$ cat src/rtl/spi_flash_pkg.sv
// Shared definitions for the SPI flash read path: scheduler states, die geometry
// default, reader mode encodings and small helpers.
package spi_flash_pkg;

   localparam int DIE_LOG2_DEF = 25;

   // Mode encodings understood by spi_flash_read
   localparam logic [1:0] MODE_SPI  = 2'd0;
   localparam logic [1:0] MODE_FAST = 2'd1;
   localparam logic [1:0] MODE_DUAL = 2'd2;
   localparam logic [1:0] MODE_QUAD = 2'd3;

   typedef enum logic [2:0] {
      ST_IDLE    = 3'd0,
      ST_ARB     = 3'd1,
      ST_CHECK   = 3'd2,
      ST_ISSUE   = 3'd3,
      ST_WAIT    = 3'd4,
      ST_RELEASE = 3'd5,
      ST_DONE    = 3'd6
   } sched_state_t;

   function automatic logic [3:0] idx_onehot(input logic [1:0] idx);
      logic [3:0] oh;
      case (idx)
         2'd0:    oh = 4'b0001;
         2'd1:    oh = 4'b0010;
         2'd2:    oh = 4'b0100;
         2'd3:    oh = 4'b1000;
         default: oh = 4'b0000;
      endcase
      return oh;
   endfunction

endpackage

$ cat src/rtl/spi_read_scheduler_if.sv
// Start/finish handshake between the read scheduler and the spi_flash_read core.
interface spi_read_scheduler_if #(
   parameter int ADDR_W = 32
);
   logic              start_flag;
   logic [ADDR_W-1:0] start_addr;
   logic [ADDR_W-1:0] end_addr;
   logic [1:0]        mode;
   logic              read_finish;

   modport master (output start_flag, start_addr, end_addr, mode, input read_finish);
   modport slave  (input start_flag, start_addr, end_addr, mode, output read_finish);
endinterface

$ cat src/rtl/spi_read_scheduler_arb.sv
// Combinational round-robin pick: first valid requester after last_grant.
module rr_arbiter #(
   parameter int NUM_REQ = 2
) (
   input  logic [NUM_REQ-1:0] valid,
   input  logic [1:0]         last_grant,
   output logic [1:0]         grant,
   output logic               grant_valid
);
   logic [3:0] valid_pad_s;
   logic [1:0] idx_s;

   // Walk farthest-to-nearest so the nearest valid requester is written last
   always_comb begin
      valid_pad_s                = 4'b0000;
      valid_pad_s[NUM_REQ-1:0]   = valid;
      grant                      = 2'd0;
      grant_valid                = 1'b0;
      idx_s                      = 2'd0;
      for (int i = NUM_REQ; i >= 1; i--) begin
         idx_s       = 2'((int'(last_grant) + i) % NUM_REQ);
         grant       = valid_pad_s[idx_s] ? idx_s : grant;
         grant_valid = valid_pad_s[idx_s] | grant_valid;
      end
   end
endmodule

$ cat src/rtl/spi_read_scheduler.sv
// Round-robin read-job sequencer that splits jobs at die boundaries before
// handing die-aligned segments to the flash reader.
module spi_read_scheduler
   import spi_flash_pkg::*;
#(
   parameter int NUM_REQ  = 2,
   parameter int ADDR_W   = 32,
   parameter int DIE_LOG2 = DIE_LOG2_DEF,
   parameter int TIMEOUT  = 65535
) (
   input  logic                      system_clk,
   input  logic                      system_reset_n,
   input  logic [NUM_REQ-1:0]        req_valid,
   input  logic [NUM_REQ*ADDR_W-1:0] req_start_addr,
   input  logic [NUM_REQ*ADDR_W-1:0] req_end_addr,
   input  logic [NUM_REQ*2-1:0]      req_mode,
   output logic [NUM_REQ-1:0]        req_ready,
   output logic [NUM_REQ-1:0]        req_done,
   output logic [NUM_REQ-1:0]        req_error,
   output logic                      busy,
   output logic [1:0]                grant_id,
   spi_read_scheduler_if.master      rd
);
   localparam int CNT_W = (TIMEOUT < 2) ? 1 : $clog2(TIMEOUT + 1);
   localparam logic [CNT_W-1:0]  CNT_LAST = CNT_W'(TIMEOUT - 1);
   localparam logic [ADDR_W-1:0] DIE_MASK = {{(ADDR_W-DIE_LOG2){1'b0}}, {DIE_LOG2{1'b1}}};

   sched_state_t state_r, state_nxt_s;
   logic [1:0]         last_grant_r, last_grant_nxt_s;
   logic [1:0]         grant_id_r, grant_id_nxt_s;
   logic [ADDR_W-1:0]  cur_r, cur_nxt_s;
   logic [ADDR_W-1:0]  job_end_r, job_end_nxt_s;
   logic [1:0]         job_mode_r, job_mode_nxt_s;
   logic               start_flag_r, start_flag_nxt_s;
   logic [ADDR_W-1:0]  start_addr_r, start_addr_nxt_s;
   logic [ADDR_W-1:0]  end_addr_r, end_addr_nxt_s;
   logic [1:0]         mode_r, mode_nxt_s;
   logic [CNT_W-1:0]   cnt_r, cnt_nxt_s;
   logic               aborted_r, aborted_nxt_s;
   logic               busy_r;
   logic [NUM_REQ-1:0] ready_r, ready_nxt_s;
   logic [NUM_REQ-1:0] done_r, done_nxt_s;
   logic [NUM_REQ-1:0] error_r, error_nxt_s;

   logic [1:0]         arb_grant_s;
   logic               arb_valid_s;
   logic [3:0]         grant_oh_s, owner_oh_s;
   logic [ADDR_W-1:0]  seg_end_s;
   logic [ADDR_W-1:0]  start_arr_s [4];
   logic [ADDR_W-1:0]  end_arr_s   [4];
   logic [1:0]         mode_arr_s  [4];

   for (genvar gi = 0; gi < 4; gi++) begin : g_unpack
      if (gi < NUM_REQ) begin : g_used
         assign start_arr_s[gi] = req_start_addr[gi*ADDR_W +: ADDR_W];
         assign end_arr_s[gi]   = req_end_addr[gi*ADDR_W +: ADDR_W];
         assign mode_arr_s[gi]  = req_mode[gi*2 +: 2];
      end else begin : g_unused
         assign start_arr_s[gi] = '0;
         assign end_arr_s[gi]   = '0;
         assign mode_arr_s[gi]  = 2'd0;
      end
   end

   rr_arbiter #(.NUM_REQ(NUM_REQ)) u_arb (
      .valid       (req_valid),
      .last_grant  (last_grant_r),
      .grant       (arb_grant_s),
      .grant_valid (arb_valid_s)
   );

   assign grant_oh_s = idx_onehot(arb_grant_s);
   assign owner_oh_s = idx_onehot(grant_id_r);
   // Stop at the die's last byte unless the job ends inside the current die
   assign seg_end_s  = (cur_r[ADDR_W-1:DIE_LOG2] == job_end_r[ADDR_W-1:DIE_LOG2]) ?
                       job_end_r : (cur_r | DIE_MASK);

   // Next-state and next-register values for the job sequencer
   always_comb begin
      state_nxt_s      = state_r;
      last_grant_nxt_s = last_grant_r;
      grant_id_nxt_s   = grant_id_r;
      cur_nxt_s        = cur_r;
      job_end_nxt_s    = job_end_r;
      job_mode_nxt_s   = job_mode_r;
      start_flag_nxt_s = start_flag_r;
      start_addr_nxt_s = start_addr_r;
      end_addr_nxt_s   = end_addr_r;
      mode_nxt_s       = mode_r;
      cnt_nxt_s        = cnt_r;
      aborted_nxt_s    = aborted_r;
      ready_nxt_s      = '0;
      done_nxt_s       = '0;
      error_nxt_s      = '0;
      case (state_r)
         ST_IDLE: begin
            if (|req_valid) state_nxt_s = ST_ARB;
            else            state_nxt_s = ST_IDLE;
         end
         ST_ARB: begin
            if (arb_valid_s) begin
               ready_nxt_s      = grant_oh_s[NUM_REQ-1:0];
               cur_nxt_s        = start_arr_s[arb_grant_s];
               job_end_nxt_s    = end_arr_s[arb_grant_s];
               job_mode_nxt_s   = mode_arr_s[arb_grant_s];
               last_grant_nxt_s = arb_grant_s;
               grant_id_nxt_s   = arb_grant_s;
               aborted_nxt_s    = 1'b0;
               state_nxt_s      = ST_CHECK;
            end else begin
               state_nxt_s      = ST_IDLE;
            end
         end
         ST_CHECK: begin
            if (job_end_r < cur_r) begin
               error_nxt_s = owner_oh_s[NUM_REQ-1:0];
               state_nxt_s = ST_IDLE;
            end else begin
               state_nxt_s = ST_ISSUE;
            end
         end
         ST_ISSUE: begin
            start_addr_nxt_s = cur_r;
            end_addr_nxt_s   = seg_end_s;
            mode_nxt_s       = job_mode_r;
            start_flag_nxt_s = 1'b1;
            cnt_nxt_s        = '0;
            state_nxt_s      = ST_WAIT;
         end
         ST_WAIT: begin
            if (rd.read_finish) begin
               start_flag_nxt_s = 1'b0;
               state_nxt_s      = ST_RELEASE;
            end else if (cnt_r == CNT_LAST) begin
               start_flag_nxt_s = 1'b0;
               error_nxt_s      = owner_oh_s[NUM_REQ-1:0];
               aborted_nxt_s    = 1'b1;
               state_nxt_s      = ST_RELEASE;
            end else begin
               cnt_nxt_s        = cnt_r + CNT_W'(1);
            end
         end
         ST_RELEASE: begin
            if (rd.read_finish) begin
               state_nxt_s = ST_RELEASE;
            end else if (aborted_r) begin
               state_nxt_s = ST_IDLE;
            end else if (end_addr_r < job_end_r) begin
               // Cannot wrap: a segment ending at all-ones is always the job's last
               cur_nxt_s   = end_addr_r + ADDR_W'(1);
               state_nxt_s = ST_ISSUE;
            end else begin
               done_nxt_s  = owner_oh_s[NUM_REQ-1:0];
               state_nxt_s = ST_DONE;
            end
         end
         ST_DONE: state_nxt_s = ST_IDLE;
         default: state_nxt_s = ST_IDLE;
      endcase
   end

   // State and registered outputs; reset discards any job in flight
   always_ff @(posedge system_clk or negedge system_reset_n) begin
      if (!system_reset_n) begin
         state_r      <= ST_IDLE;
         last_grant_r <= 2'(NUM_REQ - 1);
         grant_id_r   <= 2'd0;
         cur_r        <= '0;
         job_end_r    <= '0;
         job_mode_r   <= 2'd0;
         start_flag_r <= 1'b0;
         start_addr_r <= '0;
         end_addr_r   <= '0;
         mode_r       <= 2'd0;
         cnt_r        <= '0;
         aborted_r    <= 1'b0;
         busy_r       <= 1'b0;
         ready_r      <= '0;
         done_r       <= '0;
         error_r      <= '0;
      end else begin
         state_r      <= state_nxt_s;
         last_grant_r <= last_grant_nxt_s;
         grant_id_r   <= grant_id_nxt_s;
         cur_r        <= cur_nxt_s;
         job_end_r    <= job_end_nxt_s;
         job_mode_r   <= job_mode_nxt_s;
         start_flag_r <= start_flag_nxt_s;
         start_addr_r <= start_addr_nxt_s;
         end_addr_r   <= end_addr_nxt_s;
         mode_r       <= mode_nxt_s;
         cnt_r        <= cnt_nxt_s;
         aborted_r    <= aborted_nxt_s;
         busy_r       <= (state_nxt_s != ST_IDLE);
         ready_r      <= ready_nxt_s;
         done_r       <= done_nxt_s;
         error_r      <= error_nxt_s;
      end
   end

   assign req_ready     = ready_r;
   assign req_done      = done_r;
   assign req_error     = error_r;
   assign busy          = busy_r;
   assign grant_id      = grant_id_r;
   assign rd.start_flag = start_flag_r;
   assign rd.start_addr = start_addr_r;
   assign rd.end_addr   = end_addr_r;
   assign rd.mode       = mode_r;
endmodule

$ cat src/flat_wrapper.sv
// flat-port wrapper written by rule: the top's interface ports become plain ports
module spi_read_scheduler_flat import spi_flash_pkg::*;
#(
   parameter int NUM_REQ  = 2,
   parameter int ADDR_W   = 32,
   parameter int DIE_LOG2 = DIE_LOG2_DEF,
   parameter int TIMEOUT  = 65535
)
  (system_clk, system_reset_n, req_valid, req_start_addr, req_end_addr, req_mode, req_ready, req_done, req_error, busy, grant_id, rd_start_flag, rd_start_addr, rd_end_addr, rd_mode, rd_read_finish);
  spi_read_scheduler_if #(.ADDR_W(ADDR_W)) rd_i ();
  input  logic system_clk;
  input  logic system_reset_n;
  input  logic [NUM_REQ-1:0] req_valid;
  input  logic [NUM_REQ*ADDR_W-1:0] req_start_addr;
  input  logic [NUM_REQ*ADDR_W-1:0] req_end_addr;
  input  logic [NUM_REQ*2-1:0] req_mode;
  output logic [NUM_REQ-1:0] req_ready;
  output logic [NUM_REQ-1:0] req_done;
  output logic [NUM_REQ-1:0] req_error;
  output logic busy;
  output logic [1:0] grant_id;
  output wire logic [$bits(rd_i.start_flag)-1:0] rd_start_flag;
  output wire logic [$bits(rd_i.start_addr)-1:0] rd_start_addr;
  output wire logic [$bits(rd_i.end_addr)-1:0] rd_end_addr;
  output wire logic [$bits(rd_i.mode)-1:0] rd_mode;
  input wire logic [$bits(rd_i.read_finish)-1:0] rd_read_finish;
  assign rd_start_flag = rd_i.start_flag;
  assign rd_start_addr = rd_i.start_addr;
  assign rd_end_addr = rd_i.end_addr;
  assign rd_mode = rd_i.mode;
  assign rd_i.read_finish = rd_read_finish;
  spi_read_scheduler #(.NUM_REQ(NUM_REQ), .ADDR_W(ADDR_W), .DIE_LOG2(DIE_LOG2), .TIMEOUT(TIMEOUT)) u_core (.system_clk(system_clk), .system_reset_n(system_reset_n), .req_valid(req_valid), .req_start_addr(req_start_addr), .req_end_addr(req_end_addr), .req_mode(req_mode), .req_ready(req_ready), .req_done(req_done), .req_error(req_error), .busy(busy), .grant_id(grant_id), .rd(rd_i));
endmodule
$ cat config.mk
export PLATFORM = sky130hd
export DESIGN_NAME = spi_read_scheduler_flat
export DESIGN_NICKNAME = d
export VERILOG_FILES = /design/src/rtl/spi_flash_pkg.sv /design/src/rtl/spi_read_scheduler_if.sv /design/src/rtl/spi_read_scheduler_arb.sv /design/src/rtl/spi_read_scheduler.sv /design/src/flat_wrapper.sv
export SDC_FILE = /design/constraint.sdc
export NUM_CORES = 1
export LEC_CHECK = 0
export ABC_CLOCK_PERIOD_IN_PS = 2550
export CORE_AREA = 2 2 129 131
export DETAILED_ROUTE_END_ITERATION = 7
export DIE_AREA = 0 0 131 133
export DONT_BUFFER_PORTS = 1
export PLACE_DENSITY_LB_ADDON = 0.1
export SLEW_MARGIN = 20
export SYNTH_ARGS = -nofsm -noshare
export SYNTH_HDL_FRONTEND = slang
export SYNTH_SLANG_ARGS = --single-unit
$ cat constraint.sdc
create_clock -name system_clk -period 2.55 [get_ports system_clk]
set_input_delay 0.6375 -clock system_clk [delete_from_list [all_inputs] [get_ports system_clk]]
set_output_delay 0.6375 -clock system_clk [all_outputs]
set_load 0.05 [all_outputs]
==> reports/qor.txt <==
status: finished with violations
violated checks: hold timing
clk root buf: clkbuf_16
average cell area after synthesis: 9.42 um2
Syn. warnings: 0
DRC viols: 0
Num CTS Buffers: 17
ratio of cells with drive above 1 in the final layout: 14.7%
Vias: 7301
slowest cell on the critical path: dfrtp_1
Clock Skew: 0.00978 ns
first-pass GRT wire length: 37.6 mm
FF-to-FF End: u_core.cur_r[6]
crit path launch type: flop
period utilization: 97.0%
setup violators final: 0
Buf/Inv on CP: 3
Remaining Overflow, GRT: 0
ant diodes: 0
Simple-Gate Fraction of Synth Area: 13.7%
post-synthesis sequential area ratio: 44.2%
Synth Cell Area: 9170 um2
most common cell after layout, fill and taps aside: dfrtp_1
Starting Density: 56.7%
largest net degree at the start of global routing: 163
crit path max fanout: 6
vias in the first global route: 7174
Pleak: 5.21 nW
area grow syn2layout: 16.3%
Post-Synth Adder-Cell Area: 8.87%
share of the synthesized area in the top cell type: 44.0%
hold slack: -0.103 ns
RR Startpoint: u_core.job_end_r[21]
Worst Path Arrival: 2.82 ns
IO Port Bufs: 0
die area: 17400 um2
flop2flop setup slack: 0.08 ns
CTS tree: yes
DP Worst Slack: 0.0290 ns
crit-path most repeated cell: a21boi_4
Hold WC Path Type: input pin to asynchronous set/reset pin
maximum vdd drop: 0.000685 V
max-capacitance violation count: 0
Max transition margin: 51.3%
number of antenna violations at the first check in global routing: 1
Final Hold Fails: 161
Async SR Flop Fraction: 100%
syn_nets: 1175
H-tree levels: 4
Post-Syn Instances: 973
Pwr Density: 1580 nW/um2
via density per instance: 5.83
Pwr Total: 16.9 mW
Post-Route WL: 24.0 mm
row cnt: 47
placed cells: 1218
Max clock buf depth: 2
most frequent cells in the layout: dfrtp_1 (151), nand2_1 (114), inv_1 (109)
first-pass iteration count of the detailed router: 5
main combinational cell family by area after synthesis: compound AO/OA/AOI/OAI gates
Worst setup EP type: flop
CP cell instances: inv_1, ha_1, and4_1, a221o_1, a211oi_2, a21boi_4, a21boi_4, buf_12, buf_4, mux2i_1
number of synthesized register bits: 162
Yosys cell types: 59
post-synthesis mux area share: 8.20%
DRT iter0 DRCs: 544
number of enable flip-flop cells after synthesis: 0
top post-synthesis cells by area: dfrtp_1 (44%), ha_1 (8.9%), mux2i_1 (7.1%)
Die Y: 133 um
Post-synth top flop: dfrtp_1
Slowest Stage Delay on Critical Path: 0.38 ns
RSZ-0062 raised after global routing: true
Final TNS setup: 0 ns
Tightest Pin Transition: 0.728 ns
CP Class: flop to flop
Ports: 213
minimum clock period: 2.47 ns
TritonCTS sink count: 162
Cell Count, Final, Fillers Out: 1252
Synth Area in XOR/XNOR: 3.73%
Synth Area in Compound Gates: 14.4%
Final WS setup: 0.0753 ns
Final Util: 65.9%
cell family with most CP delay: compound AO/OA/AOI/OAI gates
max-slew violations: 0
Final HPWL DP: 17.1 mm
post-synth top area cell: dfrtp_1
achievable clock frequency: 0.404 GHz
Die Wd: 131 um
GRT Util Overall: 28.2%
clk slew on worst S/H paths: 0.07 ns
routability cong.: 0.892
Core ar.: 16200 um2
R2R depth: 10
later-pin clock latency in the skew report: 0.43 ns
drt wl/cell: 19.2 um
Final nets: 1221
Post-DRT Antenna Nets: 0
CP Data Required Time: 2.89 ns
-- worst max-delay path by stage --
stage	slack [ns]	start	to	cells past startpoint
2_1_floorplan	0.01	u_core.rd.end_addr[22]	u_core.cur_r[24]	8
3_3_place_gp	0.06	u_core.job_end_r[14]	u_core.req_error[0]	9
3_5_place_dp	0.03	u_core.job_end_r[19]	u_core.cur_r[24]	10
4_1_cts	0.003	u_core.job_end_r[19]	u_core.cur_r[6]	11
5_1_grt	-0.02	u_core.job_end_r[21]	u_core.cur_r[4]	10
6_report	0.08	u_core.job_end_r[21]	u_core.cur_r[6]	10
-- synth_stat cells (2+ instances only) --
library cell and number:
a211oi_1 4, a21boi_2 2, a21o_1 5, a21oi_1 36, a221oi_1 2, a222oi_1 34, a31oi_1 24, and2_1 2
and3_1 5, and4_1 4, buf_1 4, buf_2 10, buf_6 2, clkbuf_1 33, dfrtp_1 161, ha_1 65
inv_1 110, mux2_2 8, mux2i_1 65, nand2_1 114, nand2b_1 3, nand3_1 19, nand3_2 2, nand3b_1 2
nand4_1 19, nor2_1 61, nor2b_1 4, nor3_1 15, nor3b_1 3, o211ai_1 3, o21a_1 2, o21ai_0 82
o22a_1 2, or3_1 4, xnor2_1 23, xor2_1 16
-- sequential cells by signal, indices dropped and copies added (netlist names) --
register	count
u_core.busy	1
u_core.job_end_r	32
u_core.last_grant_r	1
u_core.req_ready	2
u_core.req_done	2
u_core.cur_r	32
u_core.req_error	2
u_core.rd.start_flag	1
u_core.rd.end_addr	32
u_core.grant_id	1
u_core.rd.start_addr	32
u_core.rd.mode	2
u_core.aborted_r	1
u_core.cnt_r	16
u_core.state_r	3
u_core.job_mode_r	2
-- metrics by stage --
stage               hold slack (ns)  cell area, um2
floorplan                     0.342            9200
detailed placement            0.346            9930
finish                       -0.103           10700
CTS                          -0.115           10600
global route                 -0.122           10700
global placement              0.346            9930
-- timing repair --
| action | in CTS | in global routing |
|---|---|---|
| hold endpoints to repair | 161 | 161 |
| resized for setup | 1 | 13 |
| pin swaps | 1 | 7 |
| buffers inserted | 0 | 2 |
| endpoints found under the setup margin | 3 | 36 |
-- layout make-up --
class / count / area (um2)
clock buffers: 20 / 447
clock inverters: 12 / 179
fillers: 1312 / 5510
inverters: 110 / 413
multi-input cells: 651 / 4630
flip-flops and latches: 162 / 4070
well taps: 220 / 275
repair buffers: 77 / 644
-- cell families after synthesis --
kind of cell               after synthesis
and+or+nand+nor                        267
AOI/OAI and AO/OA                      205
DFF                                    162
buffers and inverters                  160
muxes                                   74
adders and majority gates               65
xor gates and xnor gates                39
other                                    1
-- worst reg2reg max path: stages (launching register included) --
cell and delay, ns:
dfrtp_1 0.38, inv_1 0.08, ha_1 0.30, and4_1 0.20, a221o_1 0.37, a211oi_2 0.21, a21boi_4 0.24, a21boi_4 0.09
buf_12 0.17, buf_4 0.17, mux2i_1 0.18
-- metal layers --
layer / track usage, % / share of wire (%) / up-vias / routed length [um]
li1: - / - / 3499 / -
met1: 36.9 / 43 / 3539 / 10300
met2: 46.0 / 48 / 226 / 11600
met3: 6.63 / 6.7 / 35 / 1610
met4: 9.52 / 2.0 / 2 / 486
met5: 0 / 0.054 / - / 13
-- where the power goes --
part	switching (mW)	internal [mW]
clock	1.08	1.67
combinational	5.20	3.54
sequential	1.72	3.67
total	8.00	8.88
(Power assumes the default switching activity.)
